## config.mk

```make
export PLATFORM = sky130hd
export DESIGN_NAME = datapath_param_flat
export DESIGN_NICKNAME = d
export VERILOG_FILES = /design/src/rtl/datapath_param_if.sv /design/src/rtl/datapath_param.sv /design/src/flat_wrapper.sv
export SDC_FILE = /design/constraint.sdc
export NUM_CORES = 1
export LEC_CHECK = 0
export CAP_MARGIN = 0
export CELL_PAD_IN_SITES_DETAIL_PLACEMENT = 1
export CELL_PAD_IN_SITES_GLOBAL_PLACEMENT = 1
export CORE_AREA = 3 3 172 174
export DETAILED_ROUTE_END_ITERATION = 6
export DIE_AREA = 0 0 175 177
export GPL_TIMING_DRIVEN = 0
export HOLD_SLACK_MARGIN = 0.12
export PLACE_DENSITY = 0.84
export SETUP_SLACK_MARGIN = 0.4
export SKIP_CTS_REPAIR_TIMING = 1
export SYNTH_ARGS = -nofsm -noshare
export SYNTH_HDL_FRONTEND = slang
export SYNTH_SLANG_ARGS = --single-unit
```

## constraint.sdc

```tcl
create_clock -name clk -period 8.99 [get_ports clk]
set_clock_uncertainty 0.15 [all_clocks]
set_input_delay 1.798 -clock clk [delete_from_list [all_inputs] [get_ports clk]]
set_output_delay 1.798 -clock clk [all_outputs]
set_load 0.01 [all_outputs]
```

## src/rtl/datapath_param_if.sv

```systemverilog
// Controller-to-datapath bundle: strobes, bus selects and addresses in; registered state out.
// Latency: none of its own; it carries signals only.
// Backpressure: none. The controller drives strobes every cycle and the datapath always accepts them.
interface datapath_param_if #(
    parameter int DW  = 16,
    parameter int RAW = 3
);
    logic [DW-1:0]  mem_rdata;
    logic [4:0]     drv;
    logic           ldMAR, ldMDR, ldIR, ldPC, ldSP, ldReg, ldALUreg;
    logic           mdr_src, pc_inc, sp_push, sp_pop, err_clr;
    logic [RAW-1:0] rs, rd;
    logic [2:0]     fnSelect;
    logic [DW-1:0]  addr_bus, mem_wdata, ir;
    logic [3:0]     ir_op;
    logic [2:0]     ir_fn;
    logic [3:0]     flags;
    logic           bus_conflict, sp_ovf, sp_unf;

    // The controller drives strobes and observes the datapath state.
    modport master (
        output mem_rdata, drv, ldMAR, ldMDR, ldIR, ldPC, ldSP, ldReg, ldALUreg,
               mdr_src, pc_inc, sp_push, sp_pop, err_clr, rs, rd, fnSelect,
        input  addr_bus, mem_wdata, ir, ir_op, ir_fn, flags, bus_conflict, sp_ovf, sp_unf
    );
    // The datapath consumes strobes and publishes its registered state.
    modport slave (
        input  mem_rdata, drv, ldMAR, ldMDR, ldIR, ldPC, ldSP, ldReg, ldALUreg,
               mdr_src, pc_inc, sp_push, sp_pop, err_clr, rs, rd, fnSelect,
        output addr_bus, mem_wdata, ir, ir_op, ir_fn, flags, bus_conflict, sp_ovf, sp_unf
    );
endinterface

```

## src/rtl/datapath_param.sv

```systemverilog
// Single-bus multicycle datapath: MAR/MDR/IR/PC/SP, register file, ALU with flags, sticky errors.
// Latency: every load takes effect at the next posedge. All outputs come straight from registers.
// Backpressure: none. Strobes are obeyed every cycle; illegal stack moves and bus conflicts only raise flags.
module datapath_param #(
    parameter int            DW      = 16,
    parameter int            NREG    = 8,
    parameter logic [DW-1:0] PC_INIT = '0,
    parameter logic [DW-1:0] SP_INIT = {DW{1'b1}},
    parameter logic [DW-1:0] SP_MIN  = {{(DW-8){1'b1}}, 8'h00}
) (
    input logic              clk,
    input logic              rst_n,
    datapath_param_if.slave  dp
);
    localparam int RAW = $clog2(NREG);

    logic [DW-1:0] r_mar, r_mdr, r_ir, r_pc, r_sp, r_alu;
    logic [DW-1:0] r_regs [NREG];
    logic [3:0]    r_flags;
    logic          r_bus_conflict, r_sp_ovf, r_sp_unf;

    logic [DW-1:0] w_bus, w_a, w_res, w_sp_nxt;
    logic [DW:0]   w_wide;
    logic          w_c, w_v, w_conflict, w_ovf_evt, w_unf_evt;

    // Bus mux: the lowest set driver bit wins, and an empty select reads as zero.
    always_comb begin
        w_bus = '0;
        if      (dp.drv[0]) w_bus = r_mdr;
        else if (dp.drv[1]) w_bus = r_pc;
        else if (dp.drv[2]) w_bus = r_sp;
        else if (dp.drv[3]) w_bus = r_regs[dp.rs];
        else if (dp.drv[4]) w_bus = r_alu;
    end

    // Clearing the lowest set bit leaves a nonzero value only when two or more drivers are on.
    assign w_conflict = |(dp.drv & (dp.drv - 5'd1));
    assign w_a        = r_regs[dp.rs];

    // ALU: A comes from the register file and B from the bus. C and V are meaningful only for arithmetic and shifts.
    always_comb begin
        w_wide = '0;
        w_res  = '0;
        w_c    = 1'b0;
        w_v    = 1'b0;
        case (dp.fnSelect)
            3'b000: begin
                w_wide = {1'b0, w_a} + {1'b0, w_bus};
                w_res  = w_wide[DW-1:0];
                w_c    = w_wide[DW];
                w_v    = (w_a[DW-1] == w_bus[DW-1]) && (w_res[DW-1] != w_a[DW-1]);
            end
            3'b001: begin
                w_wide = {1'b0, w_a} - {1'b0, w_bus};
                w_res  = w_wide[DW-1:0];
                w_c    = w_wide[DW];
                w_v    = (w_a[DW-1] != w_bus[DW-1]) && (w_res[DW-1] != w_a[DW-1]);
            end
            3'b010: w_res = w_a & w_bus;
            3'b011: w_res = w_a | w_bus;
            3'b100: w_res = w_a ^ w_bus;
            3'b101: w_res = ~w_a;
            3'b110: begin
                w_res = {w_a[DW-2:0], 1'b0};
                w_c   = w_a[DW-1];
            end
            default: begin
                w_res = {1'b0, w_a[DW-1:1]};
                w_c   = w_a[0];
            end
        endcase
    end

    // Stack pointer next value: a load wins; a lone push or pop moves SP unless it would cross a limit.
    always_comb begin
        w_sp_nxt  = r_sp;
        w_ovf_evt = 1'b0;
        w_unf_evt = 1'b0;
        if (dp.ldSP) begin
            w_sp_nxt = w_bus;
        end else if (dp.sp_push && !dp.sp_pop) begin
            if (r_sp == SP_MIN) w_ovf_evt = 1'b1;
            else                w_sp_nxt  = r_sp - 1'b1;
        end else if (dp.sp_pop && !dp.sp_push) begin
            if (r_sp == SP_INIT) w_unf_evt = 1'b1;
            else                 w_sp_nxt  = r_sp + 1'b1;
        end
    end

    // Architectural registers and flags. Each load samples the bus as it was before the edge.
    always_ff @(posedge clk) begin
        if (!rst_n) begin
            r_mar   <= '0;
            r_mdr   <= '0;
            r_ir    <= '0;
            r_alu   <= '0;
            r_flags <= '0;
            r_pc    <= PC_INIT;
            r_sp    <= SP_INIT;
        end else begin
            if (dp.ldMAR) r_mar <= w_bus;
            if (dp.ldMDR) r_mdr <= dp.mdr_src ? w_bus : dp.mem_rdata;
            if (dp.ldIR)  r_ir  <= w_bus;
            if (dp.ldPC)        r_pc <= w_bus;
            else if (dp.pc_inc) r_pc <= r_pc + 1'b1;
            r_sp <= w_sp_nxt;
            if (dp.ldALUreg) begin
                r_alu   <= w_res;
                r_flags <= {(w_res == '0), w_res[DW-1], w_c, w_v};
            end
        end
    end

    // Register file write. A same-cycle read of the written entry still sees the old contents.
    always_ff @(posedge clk) begin
        if (!rst_n) begin
            for (int i = 0; i < NREG; i++) r_regs[i] <= '0;
        end else if (dp.ldReg) begin
            r_regs[dp.rd] <= w_bus;
        end
    end

    // Sticky error flags. A new event in the same cycle overrides err_clr.
    always_ff @(posedge clk) begin
        if (!rst_n) begin
            r_bus_conflict <= 1'b0;
            r_sp_ovf       <= 1'b0;
            r_sp_unf       <= 1'b0;
        end else begin
            r_bus_conflict <= w_conflict | (r_bus_conflict & ~dp.err_clr);
            r_sp_ovf       <= w_ovf_evt  | (r_sp_ovf       & ~dp.err_clr);
            r_sp_unf       <= w_unf_evt  | (r_sp_unf       & ~dp.err_clr);
        end
    end

    assign dp.addr_bus     = r_mar;
    assign dp.mem_wdata    = r_mdr;
    assign dp.ir           = r_ir;
    assign dp.ir_op        = r_ir[DW-1:DW-4];
    assign dp.ir_fn        = r_ir[2:0];
    assign dp.flags        = r_flags;
    assign dp.bus_conflict = r_bus_conflict;
    assign dp.sp_ovf       = r_sp_ovf;
    assign dp.sp_unf       = r_sp_unf;
endmodule
```

## src/flat_wrapper.sv

```systemverilog
// flat-port wrapper written by rule: the top's interface ports become plain ports
module datapath_param_flat 
#(
    parameter int            DW      = 16,
    parameter int            NREG    = 8,
    parameter logic [DW-1:0] PC_INIT = '0,
    parameter logic [DW-1:0] SP_INIT = {DW{1'b1}},
    parameter logic [DW-1:0] SP_MIN  = {{(DW-8){1'b1}}, 8'h00}
)
  (clk, rst_n, dp_mem_rdata, dp_drv, dp_ldMAR, dp_ldMDR, dp_ldIR, dp_ldPC, dp_ldSP, dp_ldReg, dp_ldALUreg, dp_mdr_src, dp_pc_inc, dp_sp_push, dp_sp_pop, dp_err_clr, dp_rs, dp_rd, dp_fnSelect, dp_addr_bus, dp_mem_wdata, dp_ir, dp_ir_op, dp_ir_fn, dp_flags, dp_bus_conflict, dp_sp_ovf, dp_sp_unf);
  datapath_param_if #(.DW(DW)) dp_i ();
  input logic clk;
  input logic rst_n;
  input wire logic [$bits(dp_i.mem_rdata)-1:0] dp_mem_rdata;
  input wire logic [$bits(dp_i.drv)-1:0] dp_drv;
  input wire logic [$bits(dp_i.ldMAR)-1:0] dp_ldMAR;
  input wire logic [$bits(dp_i.ldMDR)-1:0] dp_ldMDR;
  input wire logic [$bits(dp_i.ldIR)-1:0] dp_ldIR;
  input wire logic [$bits(dp_i.ldPC)-1:0] dp_ldPC;
  input wire logic [$bits(dp_i.ldSP)-1:0] dp_ldSP;
  input wire logic [$bits(dp_i.ldReg)-1:0] dp_ldReg;
  input wire logic [$bits(dp_i.ldALUreg)-1:0] dp_ldALUreg;
  input wire logic [$bits(dp_i.mdr_src)-1:0] dp_mdr_src;
  input wire logic [$bits(dp_i.pc_inc)-1:0] dp_pc_inc;
  input wire logic [$bits(dp_i.sp_push)-1:0] dp_sp_push;
  input wire logic [$bits(dp_i.sp_pop)-1:0] dp_sp_pop;
  input wire logic [$bits(dp_i.err_clr)-1:0] dp_err_clr;
  input wire logic [$bits(dp_i.rs)-1:0] dp_rs;
  input wire logic [$bits(dp_i.rd)-1:0] dp_rd;
  input wire logic [$bits(dp_i.fnSelect)-1:0] dp_fnSelect;
  output wire logic [$bits(dp_i.addr_bus)-1:0] dp_addr_bus;
  output wire logic [$bits(dp_i.mem_wdata)-1:0] dp_mem_wdata;
  output wire logic [$bits(dp_i.ir)-1:0] dp_ir;
  output wire logic [$bits(dp_i.ir_op)-1:0] dp_ir_op;
  output wire logic [$bits(dp_i.ir_fn)-1:0] dp_ir_fn;
  output wire logic [$bits(dp_i.flags)-1:0] dp_flags;
  output wire logic [$bits(dp_i.bus_conflict)-1:0] dp_bus_conflict;
  output wire logic [$bits(dp_i.sp_ovf)-1:0] dp_sp_ovf;
  output wire logic [$bits(dp_i.sp_unf)-1:0] dp_sp_unf;
  assign dp_i.mem_rdata = dp_mem_rdata;
  assign dp_i.drv = dp_drv;
  assign dp_i.ldMAR = dp_ldMAR;
  assign dp_i.ldMDR = dp_ldMDR;
  assign dp_i.ldIR = dp_ldIR;
  assign dp_i.ldPC = dp_ldPC;
  assign dp_i.ldSP = dp_ldSP;
  assign dp_i.ldReg = dp_ldReg;
  assign dp_i.ldALUreg = dp_ldALUreg;
  assign dp_i.mdr_src = dp_mdr_src;
  assign dp_i.pc_inc = dp_pc_inc;
  assign dp_i.sp_push = dp_sp_push;
  assign dp_i.sp_pop = dp_sp_pop;
  assign dp_i.err_clr = dp_err_clr;
  assign dp_i.rs = dp_rs;
  assign dp_i.rd = dp_rd;
  assign dp_i.fnSelect = dp_fnSelect;
  assign dp_addr_bus = dp_i.addr_bus;
  assign dp_mem_wdata = dp_i.mem_wdata;
  assign dp_ir = dp_i.ir;
  assign dp_ir_op = dp_i.ir_op;
  assign dp_ir_fn = dp_i.ir_fn;
  assign dp_flags = dp_i.flags;
  assign dp_bus_conflict = dp_i.bus_conflict;
  assign dp_sp_ovf = dp_i.sp_ovf;
  assign dp_sp_unf = dp_i.sp_unf;
  datapath_param #(.DW(DW), .NREG(NREG), .PC_INIT(PC_INIT), .SP_INIT(SP_INIT), .SP_MIN(SP_MIN)) u_core (.clk(clk), .rst_n(rst_n), .dp(dp_i));
endmodule
```

# --- Word level (Yosys, flattened, before mapping) ---
# Memory sizes are Yosys's and may differ from the RTL's.
# Index checks and enable logic that the tools add are counted.
totals:
  regBits: 103
  mem_bits_rw: 128
  input_bits: 44
  output_inout_bits: 62
  wordCells: 87
  n_memories: 1
classes:
  add_sub_neg: 6
  eq_ne: 14
  mux: 30
  bitwise: 12
  n_reduce_logical: 14
mem_list:
  columns: ["memory", "depth", "width", "rd", "rd_clocked_by_memory_dff", "write_ports", "line_no", "rtl"]
  rows:
  - ["u_core.r_regs", 8, 16, 1, 0, 8, "datapath_param.sv:18", "logic [DW-1:0] r_regs [NREG];"]
ops:
  columns: ["operator", "count"]
  rows:
  - ["16-bit 2-to-1 mux", 14]
  - ["16-bit one-hot mux with 7 select lines", 1]
  - ["16-bit by 1-bit adder with 16-bit output (second input constant)", 2]
  - ["16-bit == test (second input constant)", 2]
  - ["16-bit by 16-bit adder with 17-bit output", 1]
  - ["16-bit by 16-bit subtractor with 17-bit output", 1]
  - ["16-bit bitwise AND", 1]
  - ["16-bit logical NOT", 1]
  - ["16-bit inverter", 1]
  - ["16-bit bitwise OR", 1]
  - ["16-bit OR reduction", 1]
  - ["16-bit by 1-bit subtractor with 16-bit output (second input constant)", 1]
  - ["16-bit XOR", 1]
  - ["1-bit 2-to-1 mux", 12]
  - ["3-bit == test (second input constant)", 3]
  - ["3-bit by 2-bit == test with 1-bit output (second input constant)", 2]
  - ["5-bit bitwise AND", 1]
  - ["5-bit OR reduction", 1]
  - ["5-bit by 1-bit subtractor with 5-bit output (second input constant)", 1]
  - ["1-bit logical AND", 4]
  - ["1-bit one-hot mux with 4 select lines", 1]
  - ["4-bit OR reduction", 1]
  - ["1-bit bitwise AND", 3]
  - ["3-bit by 1-bit == test with 1-bit output (second input constant)", 1]
  - ["13 further kinds", 18]

# --- Longest topological paths before layout ---
logic_depth:
  word_depth: 9
  ltp_mapped: 23
  depth_no_buf: 20

# --- Least setup slack after synthesis ---
# OpenSTA, ideal clock, no wires.
synth_path:
  path_type: "input to register"
  start: "input port dp_rs[1]"
  end: "register u_core.r_flags[3], in the netlist u_core.dp.flags[3]"
  setup_ns: 0.057
  arrival_time_ns: 6.077
  required_time_ns: 8.783
  slack_ns: 2.705
  stages: 22
  path_buffers: 3
  path_cell_list: "buf_6 > buf_12 > buf_12 > mux4_2 > mux2i_4 > a211oi_1 > a21oi_1 > o21ai_0 > mux2i_1 > inv_1 > ha_1 > fa_1 > or2_1 > a221oi_1 > o21bai_1 > o221a_2 > o311ai_2 > nor3_1 > a311oi_1 > a22oi_1 > nor4_1 > a21o_1"
synth_via:
  elab_chain_len: 8
  elab_cells_between_ends: 13
  cone_classes: "add/sub (2); mux (5); bitwise (4); reduce/logical (1); memory (1)"
synth_rtl:
  columns: ["item", "line_no", "rtl"]
  rows:
  - ["from (decl)", "flat_wrapper.sv:28", "input wire logic [$bits(dp_i.rs)-1:0] dp_rs;"]
  - ["memory read 8 x 16 bit (*)", null, null]
  - ["16-bit 2-to-1 mux (*)", "datapath_param.sv:32", "else if (dp.drv[3]) w_bus = r_regs[dp.rs];"]
  - ["16-bit 2-to-1 mux (*)", "datapath_param.sv:31", "else if (dp.drv[2]) w_bus = r_sp;"]
  - ["16-bit 2-to-1 mux (*)", "datapath_param.sv:30", "else if (dp.drv[1]) w_bus = r_pc;"]
  - ["16-bit 2-to-1 mux (*)", "datapath_param.sv:29", "if (dp.drv[0]) w_bus = r_mdr;"]
  - ["net u_core.w_bus[0]", "datapath_param.sv:22", "logic [DW-1:0] w_bus, w_a, w_res, w_sp_nxt;"]
  - ["16-bit by 16-bit subtractor with 17-bit output (tied with other cells)", "datapath_param.sv:54", "w_wide = {1'b0, w_a} - {1'b0, w_bus};"]
  - ["16-bit one-hot mux with 7 select lines (*)", "datapath_param.sv:46", "case (dp.fnSelect)"]
  - ["16-bit logical NOT (*)", "datapath_param.sv:109", "r_flags <= {(w_res == '0), w_res[DW-1], w_c, w_v};"]
  - ["to (signal assigned)", "datapath_param.sv:109", null]
  - ["to (decl)", "datapath_param.sv:19", "logic [3:0] r_flags;"]
# Mark *: on every way through the listed nets, which the timed path passes. The rest lies on a longest branch.
# A chain may end at the register's enable or synchronous reset.

# --- Worst setup path after layout ---
layout_path:
  start: "input port dp_rs[0]"
  end: "register u_core.r_flags[3], in the netlist u_core.dp.flags[3]"
layout_via:
  elab_chain_len: 8
  elab_cells_between_ends: 13
  cone_classes: "add/sub (2); mux (5); bitwise (4); reduce/logical (1); memory (1)"
layout_rtl:
  columns: ["item", "line_no"]
  rows:
  - ["memory read 8 x 16 bit (*)", null]
  - ["16-bit 2-to-1 mux", "datapath_param.sv:32"]
  - ["16-bit 2-to-1 mux", "datapath_param.sv:31"]
  - ["16-bit 2-to-1 mux", "datapath_param.sv:30"]
  - ["16-bit 2-to-1 mux", "datapath_param.sv:29"]
  - ["16-bit by 16-bit subtractor with 17-bit output (tied with other cells)", "datapath_param.sv:54"]
  - ["16-bit one-hot mux with 7 select lines (*)", "datapath_param.sv:46"]
  - ["16-bit logical NOT (*)", "datapath_param.sv:109"]
# Mark *: on every way between the ends. The rest lies on a longest branch, timed or not.

==> flow_metrics.env <==
export IMPL_status="finished, violations left"
export IMPL_violations="DRC"
export IMPL_antenna_found_initial=2
export IMPL_dieHeight_um=177
export IMPL_ant_nets=0
export IMPL_period_share=0.908
export IMPL_r2r_start="u_core.r_regs[6][1]$_SDFFCE_PN0P_"
export IMPL_final_cell_count_no_fill=1997
export IMPL_multi_input_area_um2=7430
export IMPL_firstDrtPassIters=7
export IMPL_dp_hpwl_um=40000
export IMPL_netlist_area_leader_share=0.273
export IMPL_tightest_slew_ps=1070
export IMPL_cp_end_kind="flop"
export IMPL_seq_area_frac_synth=0.417
export IMPL_wirelength_um=55000
export IMPL_cts_buffer_depth=3
export IMPL_clkSinkCount=230
export IMPL_regArea_um2=5890
export IMPL_grt_usage=0.349
export IMPL_drt_iter0_drc=1419
export IMPL_p_leak_nw=6.47
export IMPL_fin_setup_tns_ps=0
export IMPL_syn_to_final_growth_pct=16.4
export IMPL_grt_max_degree=17
export IMPL_worstHoldEndpoint="u_core.dp.sp_unf$_SDFF_PN0_"
export IMPL_synth_area_leader_cell="edfxtp_1"
export IMPL_ys_top_cells_by_area="edfxtp_1 (27%), dfxtp_1 (14%), nor2_1 (7.2%)"
export IMPL_num_fill_cells=3152
export IMPL_setup_violations_final=0
export IMPL_finalNetCount=1711
export IMPL_ys_ff_latch=230
export IMPL_whs_ps=317
export IMPL_fmax_ghz=0.123
export IMPL_start_util=0.505
export IMPL_netlist_cell_type_count=85
export IMPL_core_area_um2=27900
export IMPL_worstSetupPathType="in -> reg"
export IMPL_gp_congestion=0.985
export IMPL_ioPinCount=106
export IMPL_synth_async_reset_ratio=0
export IMPL_synth_edf_count=128
export IMPL_syn_nets=1592
export IMPL_slew_viol_final=0
export IMPL_r2r_end="u_core.dp.flags[3]$_SDFFE_PN0P_"
export IMPL_cts_tree="done"
export IMPL_synth_common_cells="nor2_1 (272), edfxtp_1 (128), dfxtp_1 (102), nand2_1 (99)"
export IMPL_peakVddDrop_v=0.000188
export IMPL_cts_inserted_buffers=26
export IMPL_wl_per_cell_um=27.6
export IMPL_r2r_slack_ps=2600
export IMPL_clk_latency_ps=570
export IMPL_drive_above_1_share=0.0723
export IMPL_cts_max_level=1
export IMPL_overflow=0
export IMPL_cp_start_kind="primary input"
export IMPL_hold_depth=2
export IMPL_rsz0062_at_grt="no"
export IMPL_hold_path_class="reg -> reg"
export IMPL_yosysWarnings=0
export IMPL_fin_crit_ps=8160
export IMPL_reg2reg_depth=18
export IMPL_grt_pass1_wl_um=81900
export IMPL_final_util=0.588
export IMPL_arrival_ps=8520
export IMPL_cts_root_buffer="clkbuf_16"
export IMPL_clkTransAtPathRegs_ps=60
export IMPL_die_width_um=175
export IMPL_grt_pass1_vias=13200
export IMPL_drc=8
export IMPL_maxCapViolCount=0
export IMPL_portBuffers=91
export IMPL_placed_cells=1948
export IMPL_cp_data_required_time_ps=9350
export IMPL_syn_area_per_cell_um2=9.54
export IMPL_dieArea_um2=31000
export IMPL_hold_violations=0
export IMPL_hold_path_startpoint="u_core.dp.sp_unf$_SDFF_PN0_"
export IMPL_synthCells=1479
export IMPL_vias_per_cell=6.35
export IMPL_crit_fanout=12
export IMPL_synth_most_common_cell="nor2_1"
export IMPL_synth_flop_cell="edfxtp_1"
export IMPL_maxSlewHeadroom=0.268
export IMPL_num_rows=61
export IMPL_syn_area_um2=14100
export IMPL_num_vias=12700
export IMPL_power_density_nw_per_um2=201
==> stage by stage <==
stage,power (mW),instance area [um2],worst slack (ps)
floorplan,1.80,14100,2710
global placement,2.07,15500,671
detailed placement,2.11,15500,533
CTS,3.28,16400,1110
global route,3.41,16400,657
finish,3.30,16400,830
==> cell type report <==
class	count	share of cell area
flip-flops and latches	230	0.358
diodes	1	0.000152
clock inverters	16	0.0155
inverters	59	0.0135
multi-input cells	1069	0.452
well taps	378	0.0288
plain buffers	121	0.0347
repair buffers	91	0.0555
clock buffers	32	0.0410
==> power breakdown <==
group          switching [mW]  internal, mW  total, mW
clock                   0.463         0.709       1.17
sequential             0.0649          1.18       1.24
combinational           0.564         0.325      0.888
total                    1.09          2.21       3.30
==> sequential cells by signal, indices dropped and copies added, names as in the netlist <==
register                count
u_core.r_alu               15
u_core.dp.bus_conflict      1
u_core.dp.sp_ovf            1
u_core.dp.addr_bus         16
u_core.r_pc                16
u_core.dp.mem_wdata        16
u_core.dp.ir               16
u_core.dp.sp_unf            1
u_core.r_sp                16
u_core.dp.flags             4
u_core.r_regs             128
==> metal layers <==
layer / track usage / wire length, um / vias up
li1: - / - / 5558
met1: 0.443 / 21800 / 6304
met2: 0.583 / 25800 / 657
met3: 0.0573 / 4470 / 161
met4: 0.172 / 2970 / 0
met5: 0 / 0 / -
==> placed cells by master (no fill, tap or decap), drive strengths merged, types with 7 or more instances in the layout <==
cell / netlist / routed
and3: 10 / 10
o211ai: 7 / 7
nor3: 27 / 27
inv: 58 / 59
ha: 66 / 66
xnor2: 25 / 25
nor2b: 15 / 15
nand4: 8 / 8
xor2: 16 / 16
mux4: 29 / 29
or3: 7 / 7
dfxtp: 102 / 102
a21oi: 96 / 96
edfxtp: 128 / 128
mux2i: 105 / 105
clkdlybuf4s50: 0 / 91
clkbuf: 85 / 117
nor2: 272 / 272
a31oi: 8 / 8
a211oi: 55 / 55
a21o: 11 / 11
a22oi: 8 / 8
nand2: 99 / 99
o21a: 11 / 11
a221oi: 9 / 9
o21ai: 72 / 72
clkinv: 1 / 8
buf: 36 / 36
nand3: 16 / 16
==> worst max-delay path by stage <==
stage,startpoint,to,slack (ps)
floorplan,dp_rs[1],u_core.dp.flags[3]$_SDFFE_PN0P_,2710
global placement,dp_rs[0],u_core.dp.flags[3]$_SDFFE_PN0P_,670
detailed placement,dp_rs[0],u_core.dp.flags[3]$_SDFFE_PN0P_,530
CTS,dp_rs[0],u_core.dp.flags[3]$_SDFFE_PN0P_,1110
global route,dp_rs[0],u_core.dp.flags[3]$_SDFFE_PN0P_,660
finish,dp_rs[0],u_core.dp.flags[3]$_SDFFE_PN0P_,830
==> logic make-up after synthesis <==
kind of cell	Yosys count	synth area share
AO/OA/AOI/OAI	340	0.160
AND/OR/NAND/NOR	482	0.146
XOR/XNOR	41	0.0255
multiplexers	137	0.133
adder cells (fa/ha/maj)	69	0.0628
flip-flops	230	0.417
buffers and inverters	180	0.0561
==> worst max-delay path: stages <==
cell and delay (ps):
clkdlybuf4s50_1 700, buf_4 330, buf_8 250, mux2i_4 540
a211oi_1 180, a21oi_1 160, o21ai_1 100, mux2i_1 210
clkbuf_1 810, ha_1 430, a211oi_1 530, o21ai_1 220
a31oi_1 390, o21ai_1 210, o41ai_2 410, xnor2_1 120
a221oi_1 330, o21ai_0 130, nor4_1 460, a21o_1 180
Note: power is estimated with default switching activity, not from simulation.
